==> src/rtl/mem_test_sequencer.sv <==
// mem_test_sequencer: write/read-back memory tester.
// It sweeps an external address counter twice and counts read mismatches.
//
// Ports:
//   i_CLK, i_RST_N       clock, asynchronous active-low reset
//   i_START, i_ABORT     start a run (IDLE/DONE only), abort to IDLE
//   i_ADDR               address from the external accumulator
//   o_ACC_ENABLE         accumulator count enable
//   o_ACC_RST_CONTROL    accumulator synchronous clear
//   o_MEM_WE, o_MEM_RE   memory write/read strobes
//   o_MEM_ADDR           memory address (follows i_ADDR)
//   o_MEM_WDATA          write data, i_ADDR ^ p_PATTERN
//   i_MEM_RDATA          read data, one cycle after o_MEM_RE
//   o_BUSY, o_DONE       run status
//   o_PASS               done with zero mismatches
//   o_ERR_COUNT          saturating mismatch count
//   o_FIRST_ERR_ADDR     address of the first mismatch
module mem_test_sequencer #(
  parameter int p_ADDR_WIDTH = 4,
  parameter int p_DATA_WIDTH = 8,
  parameter logic [p_DATA_WIDTH-1:0] p_PATTERN = 8'hA5,
  parameter int p_ERR_WIDTH = 8
) (
  input  logic                    i_CLK,
  input  logic                    i_RST_N,
  input  logic                    i_START,
  input  logic                    i_ABORT,
  input  logic [p_ADDR_WIDTH-1:0] i_ADDR,
  output logic                    o_ACC_ENABLE,
  output logic                    o_ACC_RST_CONTROL,
  output logic                    o_MEM_WE,
  output logic                    o_MEM_RE,
  output logic [p_ADDR_WIDTH-1:0] o_MEM_ADDR,
  output logic [p_DATA_WIDTH-1:0] o_MEM_WDATA,
  input  logic [p_DATA_WIDTH-1:0] i_MEM_RDATA,
  output logic                    o_BUSY,
  output logic                    o_DONE,
  output logic                    o_PASS,
  output logic [p_ERR_WIDTH-1:0]  o_ERR_COUNT,
  output logic [p_ADDR_WIDTH-1:0] o_FIRST_ERR_ADDR
);

  typedef enum logic [2:0] {
    S_IDLE,
    S_CLEAR,
    S_WRITE,
    S_READ,
    S_CHECK,
    S_DONE
  } state_t;

  state_t state_q;
  state_t state_d;

  logic [p_DATA_WIDTH-1:0] pattern_data;
  logic                    addr_last;

  logic                    cmp_valid_q;
  logic [p_DATA_WIDTH-1:0] cmp_exp_q;
  logic [p_ADDR_WIDTH-1:0] cmp_addr_q;
  logic                    first_seen_q;
  logic [p_ERR_WIDTH-1:0]  err_cnt_q;
  logic [p_ADDR_WIDTH-1:0] first_addr_q;
  logic                    mismatch;

  assign pattern_data = p_DATA_WIDTH'(i_ADDR) ^ p_PATTERN;
  assign addr_last    = &i_ADDR;
  assign mismatch     = cmp_valid_q && (i_MEM_RDATA != cmp_exp_q);

  always_ff @(posedge i_CLK or negedge i_RST_N) begin
    if (!i_RST_N) begin
      state_q <= S_IDLE;
    end else begin
      state_q <= state_d;
    end
  end

  always_comb begin
    state_d = state_q;
    if (i_ABORT) begin
      state_d = S_IDLE;
    end else begin
      unique case (state_q)
        S_IDLE,
        S_DONE:  if (i_START) state_d = S_CLEAR;
        S_CLEAR: state_d = S_WRITE;
        S_WRITE: if (addr_last) state_d = S_READ;
        S_READ:  if (addr_last) state_d = S_CHECK;
        S_CHECK: state_d = S_DONE;
        default: state_d = S_IDLE;
      endcase
    end
  end

  always_comb begin
    o_ACC_ENABLE      = 1'b0;
    o_ACC_RST_CONTROL = 1'b0;
    o_MEM_WE          = 1'b0;
    o_MEM_RE          = 1'b0;
    o_MEM_WDATA       = '0;
    o_BUSY            = 1'b0;
    o_DONE            = 1'b0;
    unique case (state_q)
      S_CLEAR: begin
        o_ACC_RST_CONTROL = 1'b1;
        o_BUSY            = 1'b1;
      end
      S_WRITE: begin
        o_MEM_WE     = 1'b1;
        o_ACC_ENABLE = 1'b1;
        o_MEM_WDATA  = pattern_data;
        o_BUSY       = 1'b1;
      end
      S_READ: begin
        o_MEM_RE     = 1'b1;
        o_ACC_ENABLE = 1'b1;
        o_BUSY       = 1'b1;
      end
      S_CHECK: o_BUSY = 1'b1;
      S_DONE:  o_DONE = 1'b1;
      default: ;
    endcase
  end

  // Gate the address with reset so every output is low while in reset.
  assign o_MEM_ADDR = i_RST_N ? i_ADDR : '0;

  // One-cycle compare pipeline: the read issued now returns next cycle.
  always_ff @(posedge i_CLK or negedge i_RST_N) begin
    if (!i_RST_N) begin
      cmp_valid_q <= 1'b0;
      cmp_exp_q   <= '0;
      cmp_addr_q  <= '0;
    end else if (i_ABORT) begin
      cmp_valid_q <= 1'b0;
    end else begin
      cmp_valid_q <= (state_q == S_READ);
      if (state_q == S_READ) begin
        cmp_exp_q  <= pattern_data;
        cmp_addr_q <= i_ADDR;
      end
    end
  end

  // Abort freezes the error results, including an in-flight compare.
  always_ff @(posedge i_CLK or negedge i_RST_N) begin
    if (!i_RST_N) begin
      err_cnt_q    <= '0;
      first_addr_q <= '0;
      first_seen_q <= 1'b0;
    end else if (!i_ABORT) begin
      if (state_q == S_CLEAR) begin
        err_cnt_q    <= '0;
        first_addr_q <= '0;
        first_seen_q <= 1'b0;
      end else if (mismatch) begin
        if (err_cnt_q != '1) begin
          err_cnt_q <= err_cnt_q + 1'b1;
        end
        if (!first_seen_q) begin
          first_addr_q <= cmp_addr_q;
          first_seen_q <= 1'b1;
        end
      end
    end
  end

  assign o_ERR_COUNT      = err_cnt_q;
  assign o_FIRST_ERR_ADDR = first_addr_q;
  assign o_PASS           = o_DONE && (err_cnt_q == '0);

endmodule

==> config.mk <==
export PLATFORM = sky130hd
export DESIGN_NAME = mem_test_sequencer
export DESIGN_NICKNAME = d
export VERILOG_FILES = /design/src/rtl/mem_test_sequencer.sv
export SDC_FILE = /design/constraint.sdc
export NUM_CORES = 1
export LEC_CHECK = 0
export ABC_AREA = 1
export BUFFER_PORTS_ARGS = -buffer_cell sky130_fd_sc_hd__buf_2
export CAP_MARGIN = 10
export CORE_MARGIN = 10
export CORE_UTILIZATION = 46
export DETAILED_ROUTE_END_ITERATION = 10
export GPL_TIMING_DRIVEN = 0
export PLACE_DENSITY = 0.71
export SETUP_SLACK_MARGIN = 0.2
export SLEW_MARGIN = 20
export SYNTH_ARGS = -nofsm -noshare
export SYNTH_HDL_FRONTEND = slang
export SYNTH_SLANG_ARGS = --single-unit
==> constraint.sdc <==
create_clock -name i_CLK -period 4 [get_ports i_CLK]
set_input_delay 0.2 -clock i_CLK [delete_from_list [all_inputs] [get_ports i_CLK]]
set_output_delay 0.2 -clock i_CLK [all_outputs]
set_load 0.05 [all_outputs]
==> results of run 1 <==
==> metrics by stage <==
step	hold slack (ns)	area, um2	cells	total power, mW
global placement	0.243	1840	311	1.18
global route	0.128	1900	316	1.47
detailed placement	0.241	1840	311	1.19
finish	0.115	1900	316	1.35
floorplan	-0.0956	1560	221	1.01
CTS	0.115	1900	316	1.37
==> registers in the layout (all words and copies together) (netlist names) <==
name / flops
o_FIRST_ERR_ADDR: 4
first_seen_q: 1
cmp_valid_q: 1
o_ERR_COUNT: 8
state_q: 3
cmp_addr_q: 3
cmp_exp_q: 4
==> synthesized netlist by cell type (2+ instances only) <==
master	count
sky130_fd_sc_hd__o21ai_1	3
sky130_fd_sc_hd__nor2_2	2
sky130_fd_sc_hd__nand2_1	63
sky130_fd_sc_hd__nor2_1	19
sky130_fd_sc_hd__o21ai_0	9
sky130_fd_sc_hd__ha_1	2
sky130_fd_sc_hd__buf_4	4
sky130_fd_sc_hd__nand2_2	3
sky130_fd_sc_hd__inv_1	36
sky130_fd_sc_hd__nand3_1	12
sky130_fd_sc_hd__nand4_1	14
sky130_fd_sc_hd__dfrtp_1	24
sky130_fd_sc_hd__buf_6	2
sky130_fd_sc_hd__inv_2	6
sky130_fd_sc_hd__a21oi_1	6
sky130_fd_sc_hd__nor3_1	3
==> power breakdown <==
group          total, mW  switching [mW]  internal (mW)  leakage, nW
logic              0.785           0.573          0.212        0.828
clock network      0.178          0.0770          0.101       0.0279
registers          0.387          0.0632          0.323        0.305
==> worst max-delay path, stage by stage, from the launching register on <==
cell	delay, ns
sky130_fd_sc_hd__dfrtp_1	0.46
sky130_fd_sc_hd__inv_2	0.07
sky130_fd_sc_hd__nand2_2	0.07
sky130_fd_sc_hd__inv_2	0.04
sky130_fd_sc_hd__nand2_4	0.10
sky130_fd_sc_hd__buf_6	0.15
sky130_fd_sc_hd__nand2_1	0.07
sky130_fd_sc_hd__or2_1	0.22
sky130_fd_sc_hd__buf_2	0.21
==> cells in the final DEF (no fill, tap or decap), drive strengths merged <==
cell type,instances
nand3,13
or2,1
xor2,1
clkbuf,3
nor2,22
nor3,4
o21bai,1
a31oi,1
buf,51
bufinv,1
o211ai,1
conb,2
dlygate4sd3,1
dfrtp,24
a21oi,6
inv,42
nand4,15
nand2,67
ha,2
o21ai,12
==> cells by family after synthesis <==
group           count (synthesis)
compound gates                 21
other cells                     1
fa+ha+maj                       2
flops                          24
xor+xnor                        1
buf+inv                        49
simple gates                  122
==> worst max-delay path by stage <==
| stage | from | endpoint | cells after the start |
|---|---|---|---|
| CTS | state_q[2]$_DFFE_PN0P_ | o_BUSY | 8 |
| global route | state_q[2]$_DFFE_PN0P_ | o_BUSY | 8 |
| finish | state_q[2]$_DFFE_PN0P_ | o_BUSY | 8 |
| detailed placement | state_q[2]$_DFFE_PN0P_ | o_BUSY | 8 |
| floorplan | o_ERR_COUNT[0]$_DFFE_PN0P_ | o_PASS | 4 |
| global placement | state_q[2]$_DFFE_PN0P_ | o_BUSY | 8 |
==> per-layer routing <==
layer / up-vias / track usage, % / share of wire, %
li1: 787 / - / -
met1: 663 / 14.3 / 43
met2: 37 / 22.1 / 50
met3: 6 / 3.08 / 5.9
met4: 0 / 5.20 / 1.7
met5: - / 0 / 0
==> cell type report <==
class / count / area (um2)
clock inverter: 1 / 30.0
multi-input combinational: 148 / 747
buffer: 7 / 56.3
fill: 365 / 1410
timing repair buffer: 45 / 230
inverter: 42 / 158
sequential: 24 / 601
tap: 46 / 57.6
clock buffer: 3 / 22.5
==> results.cfg, run 1 <==
[global_routing]
gr-usage-all-layers_pct = 12.6
number_of_antenna_violations_at_the_first_check_in_global_routing = 0
globalRoute.totalOverflow = 0
grt_pass1_vias = 1518
largest_net_degree_at_the_start_of_global_routing = 29
first_pass_grt_wire_length_um = 6550

[synth]
yosys.area_share.simple_pct = 38.2
synth_fa_ha_area_share_pct = 1.61
synth_area_leader_cell = sky130_fd_sc_hd__dfrtp_1
synth.ff_latch_count = 24
compound_cell_area_share_of_the_yosys_netlist_pct = 7.15
synth_area_leaders = sky130_fd_sc_hd__dfrtp_1 (39%), sky130_fd_sc_hd__nand2_1 (15%), sky130_fd_sc_hd__inv_1 (8.7%), sky130_fd_sc_hd__nand4_1 (5.6%), sky130_fd_sc_hd__nor2_1 (4.6%)
synth-xor-area-share_pct = 0.562
count_of_flip_flops_with_a_built_in_enable_after_synthesis = 0
ys_types = 28
ys.warnings.count = 0
yosysSeqAreaShare_pct = 38.6
post_synthesis_mux_area_share_pct = 0
ys.flop_type = sky130_fd_sc_hd__dfrtp_1
syn_area_per_cell_um2 = 7.08
syn_inst = 220
combinational_family_with_the_most_area_after_synthesis = simple AND/OR/NAND/NOR gates
synthesis.area_um2 = 1560
yosys.area.top_type_share_pct = 38.6
async_reset_ff_share_pct = 100

[sta]
fin_ws_ns = 2.09
setup_viol_count_final = 0
fin_crit_sh_pct = 47.7
grt_setup_unrepaired = no
final_period_minus_worst_setup_slack_ns = 1.91
worst_case_headroom_to_the_max_slew_limit_pct = 59.6
max_slew.worst_pin.slew_ns = 0.607
max_slew_violation_total_from_the_final_report = 0
fmax_mhz = 524
timing.final.hold_violations = 0
setup_tns_ns = 0
worst_setup_skew_after_layout_ns = 0.00217

[run_status]
status = finished clean

[min_path]
hold-path-endpoint = cmp_exp_q[0]$_DFFE_PN0P_
worstHoldPathType = input port to flip-flop
hp-start = i_ADDR[0]
hold-path-cell-count = 2

[setup_path]
cp.required_ns = 3.80
worstPathMaxFanout = 10
critical_path_class = flip-flop to primary output
cp-start-kind = flip-flop
endpoint_kind = primary output
r2r_start = o_ERR_COUNT[0]$_DFFE_PN0P_
rr_endpoint = o_ERR_COUNT[6]$_DFFE_PN0P_
timing.critical_path.arrival_ns = 1.71
ff2ff_path_depth = 9
reg2reg_slack_ns = 2.43

[detailed_routing]
route.vias.total = 1493
vias_per_cell = 4.72
drt_pre_antenna_iters = 4
drt_iter0_drc = 96
drcViolationCount = 0
routed_wl_um = 3690
postRouteAntennaNets = 0
routedWlPerCell_um = 11.7

[clocking]
htree_num_levels = 1
cts.hold.buffers_added = 1
clock_sinks = 24
cts.repair_timing.setup_buffer_count = 0
cts_root_buf = sky130_fd_sc_hd__clkbuf_4
worstSkewPairLatency_ns = 0.32
numCtsBuffers = 3
max-clock-path-buffers = 2
clock_tree_from_tritoncts = yes
cts_resized = 0
cts.clk_slew.worst_paths_ns = 0.14

[final_layout]
synthesis_to_layout_area_growth_pct = 22.1
insertedDiodeCount = 0
layout.core_utilization_pct = 57.4
net_count_of_the_finished_layout = 289
drive_gt1_share_pct = 25.9

[die]
initial_cell_density_of_the_core_pct = 47.1
pin_count = 47
placement_rows = 21
die-height_um = 78.2
design.core.area_um2 = 3310
design.die.area_um2 = 6110
die_x_um = 78.2

[placed_design]
weighted_congestion_at_the_end_of_routability_driven_global_placement = 0.821
dpl_worst_slack_ns = 2.45
dp_hpwl_um = 2880
port_buffers = 44

[power]
power.ir.vdd_worst_uv = 360
leakagePower_nw = 1.16
pwr_density_cell_nw_per_um2 = 710

[flow_run]
timing.max_cap.violations = 0
(Power assumes the default switching activity.)
==> run 2, diff against run 1 <==
--- a/config.mk
+++ b/config.mk
@@ -5,14 +5,14 @@
 export SDC_FILE = /design/constraint.sdc
 export NUM_CORES = 1
 export LEC_CHECK = 0
-export ABC_AREA = 1
+export ABC_AREA = 0
 export BUFFER_PORTS_ARGS = -buffer_cell sky130_fd_sc_hd__buf_2
 export CAP_MARGIN = 10
 export CORE_MARGIN = 10
 export CORE_UTILIZATION = 46
 export DETAILED_ROUTE_END_ITERATION = 10
 export GPL_TIMING_DRIVEN = 0
-export PLACE_DENSITY = 0.71
+export PLACE_DENSITY = 0.72
 export SETUP_SLACK_MARGIN = 0.2
 export SLEW_MARGIN = 20
 export SYNTH_ARGS = -nofsm -noshare
==> constraint.sdc (replaced) <==
create_clock -name i_CLK -period 2 [get_ports i_CLK]
set_input_delay 0.1 -clock i_CLK [delete_from_list [all_inputs] [get_ports i_CLK]]
set_output_delay 0.1 -clock i_CLK [all_outputs]
set_load 0.05 [all_outputs]
==> results.cfg, run 2 <==
[clocking]
clock_sinks = 24
worstSkewPairLatency_ns = 0.30
max-clock-path-buffers = 2
numCtsBuffers = 3
cts.clk_slew.worst_paths_ns = 0.12
clock_tree_from_tritoncts = yes
cts_root_buf = sky130_fd_sc_hd__clkbuf_4
htree_num_levels = 1

[synth]
syn_inst = 156
syn_area_per_cell_um2 = 9.11
async_reset_ff_share_pct = 100
count_of_flip_flops_with_a_built_in_enable_after_synthesis = 0
synth_area_leader_cell = sky130_fd_sc_hd__dfrtp_1
synthesis.area_um2 = 1420
ys_types = 46
netlist_top_cells_count = sky130_fd_sc_hd__nand2_1 (29), sky130_fd_sc_hd__dfrtp_1 (24), sky130_fd_sc_hd__nor2_1 (14)
post_synthesis_mux_area_share_pct = 0.704
compound_cell_area_share_of_the_yosys_netlist_pct = 15.2
synth.ff_latch_count = 24
synth_area_leaders = sky130_fd_sc_hd__dfrtp_1 (42%), sky130_fd_sc_hd__nand2_1 (7.7%), sky130_fd_sc_hd__nor2_1 (3.7%), sky130_fd_sc_hd__and2_1 (3.5%), sky130_fd_sc_hd__a22o_1 (2.5%)
yosys.area.top_type_share_pct = 42.3
synth_fa_ha_area_share_pct = 1.76
yosysSeqAreaShare_pct = 42.3
combinational_family_with_the_most_area_after_synthesis = simple AND/OR/NAND/NOR gates
ys.warnings.count = 0
yosys.area_share.simple_pct = 31.2
synth-xor-area-share_pct = 3.08
synth.most_common_cell = sky130_fd_sc_hd__nand2_1
ys.flop_type = sky130_fd_sc_hd__dfrtp_1

[final_layout]
final_common_cell = sky130_fd_sc_hd__buf_2
synthesis_to_layout_area_growth_pct = 30.4
most-common-layout-cells = sky130_fd_sc_hd__buf_2 (41), sky130_fd_sc_hd__nand2_1 (29), sky130_fd_sc_hd__dfrtp_1 (18)
final_cell_area_um2 = 1850
drive_gt1_share_pct = 40.2
finalNonFillerCells = 242
net_count_of_the_finished_layout = 228
largest_reg_flops = 8
insertedDiodeCount = 0

[sta]
timing.final.hold_violations = 0
max_slew.worst_pin.slew_ns = 0.519
grt_setup_unrepaired = yes
fin_ws_ns = -0.00933
max_slew_violation_total_from_the_final_report = 0
fmax_mhz = 498
hold_ws_ns = 0.0218
worst_case_headroom_to_the_max_slew_limit_pct = 65.3
worst_setup_skew_after_layout_ns = 0.00274
setup_viol_count_final = 1
fin_crit_sh_pct = 100
final_period_minus_worst_setup_slack_ns = 2.01

[global_routing]
grt_pass1_vias = 1237
globalRoute.totalOverflow = 0
number_of_antenna_violations_at_the_first_check_in_global_routing = 0
gr-usage-all-layers_pct = 12.7
first_pass_grt_wire_length_um = 5780
largest_net_degree_at_the_start_of_global_routing = 29

[min_path]
worstHoldPathType = input port to flip-flop
hold-path-cell-count = 3

[run_status]
status = finished with violations
violations_in_the_final_reports = setup timing

[placed_design]
place.detailed.instances = 234
placedInstanceArea_um2 = 1720
dp_hpwl_um = 2840
port_buffers = 44
weighted_congestion_at_the_end_of_routability_driven_global_placement = 0.867

[flow_run]
timing.max_cap.violations = 0

[die]
design.core.area_um2 = 3000
initial_cell_density_of_the_core_pct = 47.3
pin_count = 47
design.die.area_um2 = 5710
die-height_um = 75.6
placement_rows = 20
die_x_um = 75.6

[detailed_routing]
drt_pre_antenna_iters = 4
route.vias.total = 1339
drt_iter0_drc = 94
routedWlPerCell_um = 15.8
routed_wl_um = 3830
vias_per_cell = 5.53
drcViolationCount = 0
postRouteAntennaNets = 0

[power]
leakagePower_nw = 0.892
pwr_density_cell_nw_per_um2 = 676
power.ir.vdd_worst_uv = 284

[setup_path]
worstPathMaxFanout = 5
timing.critical_path.arrival_ns = 2.21
critical_path_class = flip-flop to flip-flop
endpoint_kind = flip-flop
cp.required_ns = 2.20
cp-start-kind = flip-flop
ff2ff_path_depth = 6
run 2: cell types whose count changed in the layout (fill, tap and decap cells not counted), moves of 6 or more:
cell                      delta
sky130_fd_sc_hd__nand4_1    -11
sky130_fd_sc_hd__nand2_1    -34
sky130_fd_sc_hd__o21ai_0     -6
sky130_fd_sc_hd__inv_1      -29
sky130_fd_sc_hd__dfrtp_2     +6
sky130_fd_sc_hd__inv_2       -6
sky130_fd_sc_hd__dfrtp_1     -6
sky130_fd_sc_hd__nand3_1     -6
run 2: layout make-up:
cell class / instances / area, um2
Clock buffer: 4 / 36.3
Tap cell: 33 / 41.3
Fill cell: 261 / 1150
Timing Repair Buffer: 47 / 260
Sequential cell: 24 / 608
Buffer: 6 / 45.0
Inverter: 9 / 37.5
Multi-Input combinational cell: 119 / 825
run 2: report_power, final:
group	switching [mW]	internal, mW	leakage, nW
logic	0.270	0.124	0.564
registers	0.0621	0.548	0.307
clock network	0.137	0.111	0.0210
total	0.469	0.783	0.892
run 2: per-layer routing:
| layer | vias up | global-route usage, % | wire length [um] | share of wire (%) |
|---|---|---|---|---|
| li1 | 656 | - | - | - |
| met1 | 625 | 16.9 | 1740 | 45 |
| met2 | 54 | 19.6 | 1660 | 43 |
| met3 | 4 | 3.65 | 420 | 11 |
| met4 | 0 | 3.30 | 17 | 0.44 |
| met5 | - | 0 | 0 | 0 |
run 2: metrics by stage:
step	utilization, %	power (mW)	setup TNS, ns	setup slack (ns)
CTS	59.3	1.24	0	0.00409
floorplan	-	0.885	0	0.0976
finish	61.7	1.25	-0.00933	-0.00933
global route	61.7	1.33	-0.456	-0.0889
detailed placement	57.3	0.989	-0.00258	-0.00258
global placement	57.3	0.980	0	0.0421
run 2: worst paths after layout:
kind	end	from	slack, ns
min reg2reg	cmp_addr_q[2]$_DFFE_PN0P_	cmp_addr_q[2]$_DFFE_PN0P_	0.51
max reg2reg	o_ERR_COUNT[4]$_DFFE_PN0P_	cmp_exp_q[5]$_DFFE_PN0P_	-0.009
max in group asynchronous	o_ERR_COUNT[1]$_DFFE_PN0P_	i_RST_N	1.47
min	cmp_addr_q[1]$_DFFE_PN0P_	i_ADDR[1]	0.02
min in group asynchronous	o_FIRST_ERR_ADDR[2]$_DFFE_PN0P_	i_RST_N	0.25
max	o_ERR_COUNT[4]$_DFFE_PN0P_	cmp_exp_q[5]$_DFFE_PN0P_	-0.009
run 2: logic make-up after synthesis:
| group | count (synthesis) |
|---|---|
| compound gates | 25 |
| xor+xnor | 5 |
| simple gates | 83 |
| mux | 1 |
| other cells | 1 |
| flops | 24 |
| buf+inv | 15 |
| fa+ha+maj | 2 |
run 2: worst max-delay path, stage by stage, from the launching register on:
cell	delay (ns)
sky130_fd_sc_hd__dfrtp_1	0.42
sky130_fd_sc_hd__or3_4	0.34
sky130_fd_sc_hd__a2111oi_4	0.28
sky130_fd_sc_hd__buf_4	0.20
sky130_fd_sc_hd__nand4_4	0.16
sky130_fd_sc_hd__and3_4	0.25
sky130_fd_sc_hd__a311o_1	0.26
run 2: what timing repair did:
item | in CTS | in global routing
gates cloned | 0 | 2
hold buffers | 1 | 0
endpoints found under the hold margin | 24 | 0
resized for setup | 4 | 14
setup endpoints to repair | 15 | 19
buffers inserted | 0 | 1
pin swaps | 4 | 4
==> run 3, diff against run 2 <==
--- a/config.mk
+++ b/config.mk
@@ -6,7 +6,7 @@
 export NUM_CORES = 1
 export LEC_CHECK = 0
 export ABC_AREA = 0
-export BUFFER_PORTS_ARGS = -buffer_cell sky130_fd_sc_hd__buf_2
+export BUFFER_PORTS_ARGS = -buffer_cell sky130_fd_sc_hd__clkbuf_2
 export CAP_MARGIN = 10
 export CORE_MARGIN = 10
 export CORE_UTILIZATION = 46
==> results.cfg, run 3 (same netlist as run 2, synthesis figures left out) <==
[final_layout]
largest_reg_flops = 8
most-common-layout-cells = sky130_fd_sc_hd__clkbuf_2 (39), sky130_fd_sc_hd__nand2_1 (29), sky130_fd_sc_hd__dfrtp_1 (18)
final_common_cell = sky130_fd_sc_hd__clkbuf_2
layout.core_utilization_pct = 62.2
drive_gt1_share_pct = 39.3
net_count_of_the_finished_layout = 230
insertedDiodeCount = 0
synthesis_to_layout_area_growth_pct = 31.4
finalNonFillerCells = 244

[sta]
worst_case_headroom_to_the_max_slew_limit_pct = 65.9
timing.final.hold_violations = 0
grt_setup_unrepaired = yes
fmax_mhz = 513
max_slew_violation_total_from_the_final_report = 0
worst_setup_skew_after_layout_ns = 0.00754
final_period_minus_worst_setup_slack_ns = 1.95
setup_viol_count_final = 0
fin_crit_sh_pct = 97.5
max_slew.worst_pin.slew_ns = 0.510
hold_ws_ns = 0.0251

[detailed_routing]
drt_pre_antenna_iters = 4
drcViolationCount = 0
route.vias.total = 1338
drt_iter0_drc = 95
vias_per_cell = 5.48
routed_wl_um = 3790
postRouteAntennaNets = 0
routedWlPerCell_um = 15.5

[clocking]
numCtsBuffers = 3
clock_tree_from_tritoncts = yes
cts_root_buf = sky130_fd_sc_hd__clkbuf_4
htree_num_levels = 1
clock_sinks = 24
worstSkewPairLatency_ns = 0.31
max-clock-path-buffers = 2
cts.clk_slew.worst_paths_ns = 0.13

[setup_path]
critical_path_class = flip-flop to flip-flop
endpoint_kind = flip-flop
cp.required_ns = 2.21
r2r_start = cmp_exp_q[5]$_DFFE_PN0P_
reg2reg_slack_ns = 0.05
cp-startpoint = cmp_exp_q[5]$_DFFE_PN0P_
worstPathMaxFanout = 5
rr_endpoint = o_ERR_COUNT[4]$_DFFE_PN0P_
timing.critical_path.arrival_ns = 2.16
endpoint = o_ERR_COUNT[4]$_DFFE_PN0P_
ff2ff_path_depth = 6
cp-start-kind = flip-flop

[die]
die-height_um = 75.6
design.die.area_um2 = 5710
die_x_um = 75.6
initial_cell_density_of_the_core_pct = 47.3
design.core.area_um2 = 3000
pin_count = 47
placement_rows = 20

[global_routing]
gr-usage-all-layers_pct = 13.5
number_of_antenna_violations_at_the_first_check_in_global_routing = 0
largest_net_degree_at_the_start_of_global_routing = 29
grt_pass1_vias = 1313
first_pass_grt_wire_length_um = 6130
globalRoute.totalOverflow = 0

[placed_design]
port_buffers = 44
dp_hpwl_um = 2870
place.detailed.instances = 234
weighted_congestion_at_the_end_of_routability_driven_global_placement = 0.869

[min_path]
hp-start = i_ADDR[1]
worstHoldPathType = input port to flip-flop

[power]
power.ir.vdd_worst_uv = 357
pwr_density_cell_nw_per_um2 = 727
leakagePower_nw = 0.887

[flow_run]
timing.max_cap.violations = 0

[run_status]
status = finished clean
run 3: where the power goes:
group	internal (mW)	switching (mW)
logic	0.134	0.273
clock network	0.203	0.140
registers	0.548	0.0600
run 3: area by class of cell:
class / count / area (um2)
buffer: 6 / 45.0
clock buffer: 3 / 22.5
clock inverter: 1 / 30.0
fill: 270 / 1130
inverter: 9 / 37.5
multi-input combinational: 119 / 803
sequential: 24 / 608
tap: 33 / 41.3
timing repair buffer: 49 / 280
run 3: critical path, stage by stage (launching register included):
cell and delay [ns]:
sky130_fd_sc_hd__dfrtp_1 0.40, sky130_fd_sc_hd__or3_4 0.34, sky130_fd_sc_hd__a2111oi_4 0.28, sky130_fd_sc_hd__buf_4 0.19, sky130_fd_sc_hd__nand4_4 0.15, sky130_fd_sc_hd__and3_4 0.23, sky130_fd_sc_hd__a311o_1 0.26
run 3: repair_timing:
action | CTS | global route
hold buffers | 1 | 0
buffers inserted | 2 | 1
gates resized for setup | 7 | 11
pin swaps | 6 | 5
cloned | 2 | 0
endpoints found under the setup margin | 15 | 19
endpoints found under the hold margin | 24 | 0
run 3: per-stage QoR:
step	setup slack, ns	area, um2	power, mW	TNS [ns]
2_1_floorplan	0.0976	1460	0.885	0
3_3_place_gp	0.0421	1720	0.980	0
3_5_place_dp	0.0114	1720	0.989	0
4_1_cts	0.0405	1840	1.37	0
5_1_grt	-0.0444	1870	1.44	-0.242
6_report	0.0492	1870	1.36	0
run 3: worst min-delay path by stage:
| stage | endpoint | slack (ns) | cells past startpoint |
|---|---|---|---|
| floorplan | cmp_addr_q[0]$_DFFE_PN0P_ | -0.20 | 0 |
| global placement | cmp_addr_q[1]$_DFFE_PN0P_ | 0.14 | 1 |
| detailed placement | o_FIRST_ERR_ADDR[2]$_DFFE_PN0P_ | 0.15 | 1 |
| CTS | cmp_addr_q[1]$_DFFE_PN0P_ | 0.01 | 3 |
| global route | cmp_addr_q[1]$_DFFE_PN0P_ | 0.02 | 3 |
| finish | cmp_addr_q[1]$_DFFE_PN0P_ | 0.03 | 3 |
run 3: per-layer routing:
| layer | routed length (um) | track usage, % |
|---|---|---|
| met1 | 1690 | 17.2 |
| met2 | 1720 | 21.8 |
| met3 | 374 | 3.78 |
| met4 | 12 | 3.92 |
| met5 | 0 | 0 |
